## config.mk

```make
export PLATFORM = sky130hd
export DESIGN_NAME = clkdiv_arbiter
export DESIGN_NICKNAME = d
export VERILOG_FILES = /design/src/rtl/clkdiv_arbiter.sv
export SDC_FILE = /design/constraint.sdc
export NUM_CORES = 1
export LEC_CHECK = 0
export ABC_CLOCK_PERIOD_IN_PS = 3500
export BUFFER_PORTS_ARGS = -buffer_cell sky130_fd_sc_hd__buf_2
export CAP_MARGIN = 0
export CORE_ASPECT_RATIO = 1.2
export CORE_MARGIN = 2
export CORE_UTILIZATION = 30
export DETAILED_ROUTE_END_ITERATION = 8
export SYNTH_ARGS = -nofsm -noshare
export SYNTH_HDL_FRONTEND = slang
export SYNTH_SLANG_ARGS = --single-unit
```

## constraint.sdc

```tcl
create_clock -name clk -period 3.5 [get_ports clk]
set_input_delay 0.175 -clock clk [delete_from_list [all_inputs] [get_ports clk]]
set_output_delay 0.175 -clock clk [all_outputs]
set_load 0.05 [all_outputs]
```

## src/rtl/clkdiv_arbiter.sv

```systemverilog
// ============================================================================
// Module   : clkdiv_arbiter
// Summary  : One programmable clock divider shared by NREQ requesters.
//            Requesters are granted round-robin, or by fixed priority when
//            CLKDIV_FIXED_PRIO_EN is defined.
// Revision : 1.0 - initial release
// ============================================================================
`default_nettype none

module clkdiv_arbiter #(
  parameter int NREQ         = 4,
  parameter int CW           = 16,
  parameter int DEFAULT_HALF = 25
) (
  input  logic                    clk,
  input  logic                    rst,
  input  logic [NREQ-1:0]         req,
  input  logic [NREQ*CW-1:0]      half_period,
  output logic [NREQ-1:0]         grant,
  output logic [$clog2(NREQ)-1:0] active_id,
  output logic                    busy,
  output logic                    clk_div,
  output logic                    tick
);

  localparam int            IW             = $clog2(NREQ);
  localparam logic [CW-1:0] C_DEFAULT_HALF = CW'(DEFAULT_HALF);
  localparam logic [CW-1:0] C_ONE          = CW'(1);

  typedef enum logic [1:0] {
    S_IDLE  = 2'd0,
    S_RUN   = 2'd1,
    S_DRAIN = 2'd2
  } state_t;

  state_t          r_state, w_state_nxt;
  logic [CW-1:0]   r_cnt, r_h_cur, w_h_nxt;
  logic            r_clk_div, r_tick, r_busy;
  logic [NREQ-1:0] r_grant, w_grant_nxt;
  logic [IW-1:0]   r_active_id, w_id_nxt;
  logic            w_wrap, w_boundary;
  logic            w_found;
  logic [IW-1:0]   w_winner, w_idx;
  logic [CW-1:0]   w_half_sel, w_half_clamped;

  // A toggle happens at the end of every half period; the falling one closes
  // a full period and is the only point where the ratio may change.
  assign w_wrap     = (r_cnt == r_h_cur - C_ONE);
  assign w_boundary = w_wrap && r_clk_div;

  always_comb begin
    w_found  = 1'b0;
    w_winner = r_active_id;
    w_idx    = '0;
`ifdef CLKDIV_FIXED_PRIO_EN
    for (int i = NREQ - 1; i >= 0; i--) begin
      w_idx = IW'(i);
      if (req[w_idx]) begin
        w_found  = 1'b1;
        w_winner = w_idx;
      end
    end
`else
    // Scan backwards so the last hit is the first in search order.
    for (int i = NREQ; i >= 1; i--) begin
      w_idx = IW'((int'(r_active_id) + i) % NREQ);
      if (req[w_idx]) begin
        w_found  = 1'b1;
        w_winner = w_idx;
      end
    end
`endif
  end

  assign w_half_sel     = half_period[w_winner*CW +: CW];
  assign w_half_clamped = (w_half_sel == '0) ? C_ONE : w_half_sel;

  always_comb begin
    w_state_nxt = r_state;
    w_grant_nxt = r_grant;
    w_id_nxt    = r_active_id;
    w_h_nxt     = r_h_cur;
    case (r_state)
      S_IDLE: begin
        if (w_boundary && w_found) begin
          w_grant_nxt = NREQ'(1) << w_winner;
          w_id_nxt    = w_winner;
          w_h_nxt     = w_half_clamped;
          w_state_nxt = S_RUN;
        end
      end
      S_RUN: begin
        if (!req[r_active_id]) w_state_nxt = S_DRAIN;
      end
      S_DRAIN: begin
        if (w_boundary) begin
          if (w_found) begin
            w_grant_nxt = NREQ'(1) << w_winner;
            w_id_nxt    = w_winner;
            w_h_nxt     = w_half_clamped;
            w_state_nxt = S_RUN;
          end else begin
            w_grant_nxt = '0;
            w_h_nxt     = C_DEFAULT_HALF;
            w_state_nxt = S_IDLE;
          end
        end
      end
      default: begin
        w_grant_nxt = '0;
        w_h_nxt     = C_DEFAULT_HALF;
        w_state_nxt = S_IDLE;
      end
    endcase
  end

  always_ff @(posedge clk or posedge rst) begin
    if (rst) begin
      r_state     <= S_IDLE;
      r_grant     <= '0;
      r_busy      <= 1'b0;
      r_active_id <= '0;
      r_h_cur     <= C_DEFAULT_HALF;
    end else begin
      r_state     <= w_state_nxt;
      r_grant     <= w_grant_nxt;
      r_busy      <= |w_grant_nxt;
      r_active_id <= w_id_nxt;
      r_h_cur     <= w_h_nxt;
    end
  end

  always_ff @(posedge clk or posedge rst) begin
    if (rst) begin
      r_cnt     <= '0;
      r_clk_div <= 1'b0;
      r_tick    <= 1'b0;
    end else if (w_wrap) begin
      r_cnt     <= '0;
      r_clk_div <= ~r_clk_div;
      r_tick    <= 1'b1;
    end else begin
      r_cnt     <= r_cnt + C_ONE;
      r_tick    <= 1'b0;
    end
  end

  assign grant     = r_grant;
  assign active_id = r_active_id;
  assign busy      = r_busy;
  assign clk_div   = r_clk_div;
  assign tick      = r_tick;

endmodule

`default_nettype wire

```

==> metrics.csv <==
stage;metric;value;unit
power;powerDensity;318.1;mW/mm2
clocking;cts_resized;0;
clocking;cts_buffers;5;
cells_and_area;layout-drive-gt1-share;29.87;%
cells_and_area;antenna_cells;0;
placement;gp_congestion;0.8459;
logic_synthesis;syn_inst;326;
critical_path;cp_slowest_cell;o31a_1;
placement;io_buffers;78;
critical_path;required;3.72;ns
timing;whs;0.02231;ns
critical_path;worstRegToRegCells;8;
global_route;antenna_found_initial;0;
logic_synthesis;ys_warn_count;0;
placement;dpl.hpwl;6019;um
timing;fin_skew;0.004484;ns
routing;firstDrtPassIters;4;
global_route;track_usage;13.40;%
clocking;cts_buffer_depth;2;
cells_and_area;final_area;0.003810;mm2
cells_and_area;fin_util;36.77;%
routing;antenna_left;0;
timing;post-route-min-period;3.268;ns
logic_synthesis;ys_types;61;
clocking;cts_setup_buffers;0;
worst_hold_path;holdCritPathClass;in -> async;
logic_synthesis;synth_flop_cell;dfrtp_1;
logic_synthesis;syn_nets;398;
critical_path;crit_buf_inv;1;
clocking;cts_sinks;43;
die;initial_core_util;30.46;%
logic_synthesis;synth_area;0.003157;mm2
cells_and_area;nets;466;
placement;pre_cts_ws;0.2312;ns
critical_path;start_kind;flop;
timing;relSlewSlack;48.20;%
critical_path;path_cells;inv_1 > ha_1 > or4b_1 > a2111oi_0 > nor3b_1 > o2111ai_1 > o31a_1 > a22o_1;
routing;vias;2654;
global_route;grt_pass1_vias;2512;
logic_synthesis;synth-simple-area-share;20.41;%
timing;finalCritPeriodShare;93.37;%
critical_path;cp.depth;8;
critical_path;timing.critical_path.from;r_h_cur[1]$_DFFE_PP0P_;
placement;dp_cells;516;
global_route;grt_pass1_wl;12440;um
logic_synthesis;avgSynthCellArea;9.683;um2
timing;slew_violations;0;
logic_synthesis;synth_top_family_by_area;simple AND/OR/NAND/NOR gates;
logic_synthesis;yosys_register_bits;43;
logic_synthesis;synth-edff-count;0;
power;power.leakage;1.783;nW
die;core-area;0.01036;mm2
logic_synthesis;ys_async_sr_fraction;100.0;%
critical_path;max_stage_delay;0.71;ns
die;die_h;116.4;um
run_status;status;completed;
timing;setup_viol;0;
critical_path;arrival;3.49;ns
logic_synthesis;yosys.area_share.adder;0.7927;%
job;drv_cap;0;
routing;wl_per_cell;14.20;um
routing;wl;7440;um
global_route;grt_max_degree;44;
clocking;ctsHoldBuffers;0;
logic_synthesis;ys_seq_area_share;34.21;%
critical_path;worst_path_dominant_cell_family;compound AO/OA/AOI/OAI gates;
cells_and_area;instances_no_fill;524;
logic_synthesis;yosys-mux-area-fraction;16.29;%
critical_path;cp-endpoint;r_h_cur[5]$_DFFE_PP0P_;
clocking;cts_tree;done;
clocking;clk_latency;0.28;ns
power;p_total;1.212;mW
critical_path;setup.worst_path.end_class;flop;
die;std_cell_rows;41;
die;die_area;0.01136;mm2
critical_path;rrSetupSlack;0.23;ns
timing;grt_setup_unrepaired;no;
global_route;overflow;0;
cells_and_area;area_growth;20.69;%
clocking;htree_num_levels;2;
timing;fmax;306.0;MHz
power;peakVddDrop;229.6;uV
timing;worstMarginPinSlew;0.7770;ns
routing;drc;0;
die;die_x;97.64;um
critical_path;worstSetupPathType;reg -> reg;
timing;worst_slack;0.2319;ns
timing;hold_viol;0;
placement;place_area;0.003636;mm2
timing;fin_tns_setup;0;ns
die;pin_count;79;
critical_path;critPathMaxFanout;20;
routing;drt_iter0_markers;105;
routing;via_per_inst;5.065;
logic_synthesis;synth_xor_area_share;8.878;%
critical_path;r2r_start;r_h_cur[1]$_DFFE_PP0P_;
clocking;clk_pin_slew;0.06;ns
logic_synthesis;synth_compound_area_share;14.11;%
clocking;cts_root_buffer;clkbuf_16;
critical_path;rr_endpoint;r_h_cur[5]$_DFFE_PP0P_;
[sequential cells by signal, summed over array words and instances (netlist names)]
| signal | count |
|---|---|
| clk_div | 1 |
| active_id | 2 |
| r_state | 2 |
| r_cnt | 16 |
| grant | 4 |
| r_h_cur | 16 |
| tick | 1 |
| busy | 1 |
[placed cells by master (no fill, tap or decap), types with 5 or more instances in the layout]
| master | netlist | routed |
|---|---|---|
| nor4_1 | 7 | 7 |
| xnor2_1 | 19 | 19 |
| xor2_1 | 13 | 13 |
| clkbuf_16 | 0 | 5 |
| dfrtp_1 | 40 | 40 |
| mux2i_1 | 48 | 48 |
| a22o_1 | 13 | 13 |
| a21oi_1 | 7 | 7 |
| buf_2 | 9 | 78 |
| nor3_1 | 11 | 10 |
| inv_1 | 10 | 10 |
| nor2_4 | 8 | 8 |
| nand2_1 | 17 | 17 |
| nor2_1 | 22 | 22 |
| buf_4 | 1 | 5 |
| nand3_1 | 8 | 8 |
[synth_stat cells (4+ instances only)]
| library cell | instances | area [um2] |
|---|---|---|
| a211oi_1 | 4 | 30.03 |
| inv_1 | 10 | 37.54 |
| mux2i_1 | 48 | 480.5 |
| xor2_1 | 13 | 113.9 |
| clkbuf_1 | 6 | 22.52 |
| nand3_1 | 8 | 40.04 |
| nor2_4 | 8 | 90.09 |
| buf_2 | 9 | 45.04 |
| or4_1 | 4 | 30.03 |
| nand2_1 | 17 | 63.81 |
| nand4_1 | 4 | 25.02 |
| o2bb2ai_1 | 4 | 35.03 |
| a21oi_1 | 7 | 35.03 |
| nor3_1 | 11 | 55.05 |
| nor2_1 | 22 | 82.58 |
| a22o_1 | 13 | 113.9 |
| nor4_1 | 7 | 43.79 |
| dfrtp_1 | 40 | 1001 |
| xnor2_1 | 19 | 166.4 |
[area by class of cell]
cell class | count | area, um2
well taps | 129 | 161.4
repair buffers | 83 | 427.9
inverters | 10 | 37.54
clock inverters | 2 | 35.03
fillers | 1070 | 6553
clock buffers | 6 | 138.9
flip-flops and latches | 43 | 1080
multi-input cells | 251 | 1929
[where the power goes]
group | switching [mW] | total (mW) | leakage, nW | internal [mW]
sequential | 0 | 0.501 | 0.583 | 0.501
combinational | 0.0790 | 0.164 | 1.11 | 0.0847
clock | 0.193 | 0.548 | 0.0868 | 0.355
total | 0.272 | 1.21 | 1.78 | 0.940
[layer usage]
metal	up-vias	wire [um]	track usage [%]
li1	1326	-	-
met1	1245	3379	17.36
met2	77	3666	23.82
met3	6	301	1.676
met4	0	93	3.611
met5	-	0	0
[worst min-delay path, cell delays in order]
cell	delay, ns
buf_2	0.09
inv_1	0.04
buf_4	0.45
[worst min-delay path by stage]
stage	to	startpoint
2_1_floorplan	active_id[0]$_DFFE_PP0P_	rst
6_report	grant[0]$_DFF_PP0_	rst
5_1_grt	busy$_DFF_PP0_	rst
3_3_place_gp	r_cnt[3]$_DFF_PP0_	rst
3_5_place_dp	r_cnt[3]$_DFF_PP0_	rst
4_1_cts	busy$_DFF_PP0_	rst
[logic make-up after synthesis]
family | count (synthesis)
muxes | 51
and+or+nand+nor | 109
buffers and inverters | 32
DFF | 43
AOI/OAI and AO/OA | 57
xor gates and xnor gates | 32
adders and majority gates | 2
(Power assumes the default switching activity.)
